`src/rtl/motion_executor.sv`:
```
// motion_executor: turns one-step front/turn commands from the navigation FSM
// into a timed H-bridge drive burst followed by an optional brake interval.
//
// Handshake: front/turn are level commands sampled on posedge clk only while
// the block is idle (busy=0). A command seen in IDLE is accepted on that edge,
// acknowledged by a one-cycle cmd_ack, and any command presented while busy=1
// is dropped. The navigation FSM is not back-pressured.
module motion_executor #(
  parameter int unsigned FWD_CYCLES   = 50000,
  parameter int unsigned TURN_CYCLES  = 30000,
  parameter int unsigned BRAKE_CYCLES = 5000,
  parameter int          CNT_W        = 16
) (
  input  logic       clk,
  input  logic       rst_n,
  input  logic       front,
  input  logic       turn,
  output logic [1:0] motor_l,
  output logic [1:0] motor_r,
  output logic       busy,
  output logic       cmd_ack,
  output logic       move_done,
  output logic [7:0] move_cnt,
  output logic [1:0] state_dbg
);

  typedef enum logic [1:0] {
    IDLE  = 2'd0,
    FWD   = 2'd1,
    TURN  = 2'd2,
    BRAKE = 2'd3
  } state_t;

  localparam logic [1:0] M_STOP = 2'b00;
  localparam logic [1:0] M_FWD  = 2'b01;
  localparam logic [1:0] M_REV  = 2'b10;

  // Durations truncated to the counter width; the counter is loaded with N-1
  localparam logic [CNT_W-1:0] FWD_N   = CNT_W'(FWD_CYCLES);
  localparam logic [CNT_W-1:0] TURN_N  = CNT_W'(TURN_CYCLES);
  localparam logic [CNT_W-1:0] BRAKE_N = CNT_W'(BRAKE_CYCLES);
  localparam logic [CNT_W-1:0] ONE     = CNT_W'(1);
  localparam logic [CNT_W-1:0] FWD_LD   = FWD_N - ONE;
  localparam logic [CNT_W-1:0] TURN_LD  = TURN_N - ONE;
  localparam logic [CNT_W-1:0] BRAKE_LD = BRAKE_N - ONE;
  localparam bit               HAS_BRAKE = (BRAKE_N != '0);

  state_t           state;
  logic [CNT_W-1:0] cnt;

  assign state_dbg = state;

  // Single FSM: state, duration counter and all registered outputs
  always_ff @(posedge clk or negedge rst_n) begin
    if (!rst_n) begin
      state     <= IDLE;
      cnt       <= '0;
      motor_l   <= M_STOP;
      motor_r   <= M_STOP;
      busy      <= 1'b0;
      cmd_ack   <= 1'b0;
      move_done <= 1'b0;
      move_cnt  <= 8'd0;
    end else begin
      cmd_ack   <= 1'b0;
      move_done <= 1'b0;
      case (state)
        IDLE: begin
          // turn wins over front: a blocked front is the safe outcome
          if (turn) begin
            state   <= TURN;
            cnt     <= TURN_LD;
            motor_l <= M_FWD;
            motor_r <= M_REV;
            busy    <= 1'b1;
            cmd_ack <= 1'b1;
          end else if (front) begin
            state   <= FWD;
            cnt     <= FWD_LD;
            motor_l <= M_FWD;
            motor_r <= M_FWD;
            busy    <= 1'b1;
            cmd_ack <= 1'b1;
          end else begin
            motor_l <= M_STOP;
            motor_r <= M_STOP;
            busy    <= 1'b0;
          end
        end
        FWD, TURN: begin
          if (cnt != '0) begin
            cnt <= cnt - ONE;
          end else if (HAS_BRAKE) begin
            state   <= BRAKE;
            cnt     <= BRAKE_LD;
            motor_l <= M_STOP;
            motor_r <= M_STOP;
          end else begin
            state     <= IDLE;
            motor_l   <= M_STOP;
            motor_r   <= M_STOP;
            busy      <= 1'b0;
            move_done <= 1'b1;
            move_cnt  <= move_cnt + 8'd1;
          end
        end
        BRAKE: begin
          if (cnt != '0) begin
            cnt <= cnt - ONE;
          end else begin
            state     <= IDLE;
            busy      <= 1'b0;
            move_done <= 1'b1;
            move_cnt  <= move_cnt + 8'd1;
          end
        end
        default: begin
          state   <= IDLE;
          cnt     <= '0;
          motor_l <= M_STOP;
          motor_r <= M_STOP;
          busy    <= 1'b0;
        end
      endcase
    end
  end

endmodule

```
`config.mk`:
```
export PLATFORM = sky130hd
export DESIGN_NAME = motion_executor
export DESIGN_NICKNAME = d
export VERILOG_FILES = /design/src/rtl/motion_executor.sv
export SDC_FILE = /design/constraint.sdc
export NUM_CORES = 1
export LEC_CHECK = 0
export CORE_ASPECT_RATIO = 1.1
export CORE_UTILIZATION = 45
export DETAILED_ROUTE_END_ITERATION = 6
export GPL_TIMING_DRIVEN = 0
export HOLD_SLACK_MARGIN = 0.15
export PLACE_DENSITY_LB_ADDON = 0.3
export RECOVER_POWER = 100
export SLEW_MARGIN = 20
export SYNTH_ARGS = -nofsm -noshare
export SYNTH_HDL_FRONTEND = slang
export SYNTH_SLANG_ARGS = --single-unit
```
`constraint.sdc`:
```
create_clock -name clk -period 3.2 [get_ports clk]
set_input_delay 0.32 -clock clk [delete_from_list [all_inputs] [get_ports clk]]
set_output_delay 0.32 -clock clk [all_outputs]
set_load 0.02 [all_outputs]
```
==> impl_metrics.env <==
export IMPL_insertion_delay_ns=0.29
export IMPL_rsz0062_at_grt="false"
export IMPL_ys_types=48
export IMPL_syn_inst=202
export IMPL_cts_buffers_inserted=5
export IMPL_worstPathMaxFanout=10
export IMPL_design_area_sq_mm=0.00224
export IMPL_p_comb_share_pct=50.0
export IMPL_dpl_instance_area_sq_mm=0.00211
export IMPL_ys_async_sr_fraction_pct=100
export IMPL_synth_top_family_by_area="compound AO/OA/AOI/OAI gates"
export IMPL_dr_total_vias=1641
export IMPL_drive_above_1_share_pct=7.83
export IMPL_worstMarginPinSlew_ns=1.66
export IMPL_start_util_pct=46.7
export IMPL_most_common_layout_cells="dfrtp_1, nor2_1, a21oi_1"
export IMPL_synth_compound_area_share_pct=23.4
export IMPL_violations="capacitance limit, slew limit"
export IMPL_die_h_um=69.2
export IMPL_pin_count=21
export IMPL_clock_root_buffer="clkbuf_8"
export IMPL_yosysWarningCount=0
export IMPL_drc=0
export IMPL_layout_commonest_cell="dfrtp_1"
export IMPL_clock_fmax_ghz=0.345
export IMPL_synth_edf_count=0
export IMPL_drv_slew=33
export IMPL_syn_area_sq_mm=0.00185
export IMPL_drt_iter0_drc=86
export IMPL_post_dp_hpwl_um=2950
export IMPL_r2r_cells=8
export IMPL_rr_endpoint="cnt[2]"
export IMPL_hold_depth=1
export IMPL_cp_required_ns=3.37
export IMPL_post_route_util_pct=56.5
export IMPL_finalCritPeriodShare_pct=90.6
export IMPL_period_minus_slack_ns=2.90
export IMPL_cts_buffer_depth=2
export IMPL_hp_class="reg -> reg"
export IMPL_area_growth_syn_to_layout_pct=21.2
export IMPL_ir_drop_mv=0.453
export IMPL_ys_flop_type="dfrtp_1"
export IMPL_grt_use_total_pct=21.0
export IMPL_viasPerCell=5.82
export IMPL_hold_start="move_cnt[7]"
export IMPL_cts_tree="built"
export IMPL_switchingPower_mw=0.907
export IMPL_seqPwrFrac_pct=30.4
export IMPL_cts_max_level=2
export IMPL_synth_top_area_share_pct=43.3
export IMPL_r2r_setup_slack_ns=0.30
export IMPL_clk_pin_slew_ns=0.06
export IMPL_hold_end="move_cnt[7]"
export IMPL_clock_sinks=32
export IMPL_intPower_mw=1.23
export IMPL_grt_pass1_vias=1505
export IMPL_std_cell_rows=24
export IMPL_power_density_mw_per_mm2=956
export IMPL_core_sq_mm=0.00396
export IMPL_yosysSeqAreaShare_pct=43.3
export IMPL_setup_viol_count_final=0
export IMPL_finClkSkew_ns=0.00300
export IMPL_synth_xor_area_share_pct=3.79
export IMPL_grt_max_degree=33
export IMPL_muxShareOfSynthArea_pct=0.609
export IMPL_port_buffers=19
export IMPL_p_leak_nw=1.00
export IMPL_globalplace_congestion=0.855
export IMPL_ys_ff_latch=32
export IMPL_clockPowerShare_pct=19.6
export IMPL_finalSetupTns_ns=0
export IMPL_avgRoutedWirePerCell_um=15.0
export IMPL_die_w_um=63.1
export IMPL_p_sw_share_pct=42.4
export IMPL_die_area_sq_mm=0.00437
export IMPL_grt_pass1_wl_um=7110
export IMPL_crit_reg2reg_launch="cnt[0]"
export IMPL_wl_um=4230
export IMPL_overflow=0
export IMPL_syn_avg_cell_area_sq_um=9.15
export IMPL_diodes=0
export IMPL_synth_top_area_cell="dfrtp_1"
export IMPL_synthesis_nets=211
export IMPL_synthAdderAreaFrac_pct=3.38
export IMPL_cp_arrival_ns=3.07
export IMPL_critPathKind="reg -> reg"
export IMPL_hold_violations=0
export IMPL_status="complete, but fails checks"
export IMPL_synth_area_leaders="dfrtp_1, a21oi_1, nor2_1"
export IMPL_nNetsFinal=238
export IMPL_start_kind="flip-flop"
export IMPL_antenna_found_initial=0
export IMPL_maxCapViolCount=1
export IMPL_max_slew_margin_pct=-10.7
export IMPL_end_kind="flip-flop"
export IMPL_drt_pass1_iter_count=4
export IMPL_antenna_left=0
export IMPL_synth_simple_area_share_pct=20.8
critical path: stages, from the launching register on:
cell      delay (ns)
dfrtp_1         0.43
inv_1           0.14
ha_1            0.18
or4b_2          0.65
nor4_2          0.52
a21o_1          0.20
clkbuf_1        0.38
a21oi_1         0.09
o22a_1          0.20
logic make-up (layout without fill, tap and decap cells):
group,Yosys count,count (layout)
AO/OA/AOI/OAI,64,64
multiplexers,1,1
buffers and inverters,18,46
XOR/XNOR,8,8
flip-flops,32,32
adder cells (fa/ha/maj),5,5
AND/OR/NAND/NOR,73,73
other,1,1
cell usage after synthesis, types with 5 or more instances:
library cell  number
o21ai_0           15
a21oi_1           20
nor4_1             7
nor3_1             5
nor2_1            22
dfrtp_1           32
nand3_1            7
clkbuf_1           6
nand2_1           10
ha_1               5
inv_1              7
what timing repair did:
action | CTS | global route
setup buffers | 0 | 0
gates resized for setup | 0 | 1
setup endpoints to repair | 0 | 5
endpoints found under the hold margin | 32 | 0
hold buffers | 1 | 0
per-layer routing:
layer / vias up / track usage [%] / routed length (um)
met4: 0 / 8.53 / 67
li1: 797 / - / -
met2: 33 / 32.0 / 1960
met3: 7 / 4.44 / 162
met5: - / 0 / 0
met1: 804 / 28.8 / 2030
layout make-up:
class                           count  area (sq um)
Multi-Input combinational cell    152           975
Timing Repair Buffer               20           194
Clock inverter                      1          30.0
Fill cell                         366          1720
Buffer                             11          53.8
Inverter                            7          26.3
Tap cell                           52          65.1
Clock buffer                        7          96.3
Sequential cell                    32           801
flip-flops by register name, indices dropped and copies added (netlist names):
register / flops
motor_r: 2
move_done: 1
cnt: 16
motor_l: 1
cmd_ack: 1
busy: 1
state_dbg: 2
move_cnt: 8
metrics by stage:
stage / worst slack, ns / total power, mW / cells / hold slack (ns)
2_1_floorplan: 0.689 / 1.43 / 202 / 0.0244
3_3_place_gp: 0.0340 / 1.70 / 273 / 0.456
3_5_place_dp: 0.0759 / 1.73 / 273 / 0.409
4_1_cts: 0.0542 / 2.16 / 282 / 0.476
5_1_grt: 0.122 / 2.31 / 282 / 0.486
6_report: 0.301 / 2.14 / 282 / 0.473
worst max path at each step:
stage	to	depth (start not counted)	slack, ns	from
floorplan	cnt[10]	7	0.69	cnt[0]
global placement	cnt[3]	7	0.03	cnt[0]
detailed placement	cnt[3]	7	0.08	cnt[0]
CTS	cnt[3]	7	0.05	cnt[0]
global route	cnt[8]	8	0.12	cnt[0]
finish	cnt[2]	8	0.30	cnt[0]
power groups by stage:
stage               Clock, mW  Combinational [mW]  Sequential (mW)
floorplan                   0               0.746            0.681
detailed placement          0                1.07            0.655
global placement            0                1.05            0.650
CTS                     0.430                1.08            0.650
global route            0.450                1.19            0.669
finish                  0.421                1.07            0.650
Note: power is estimated with default switching activity, not from simulation.
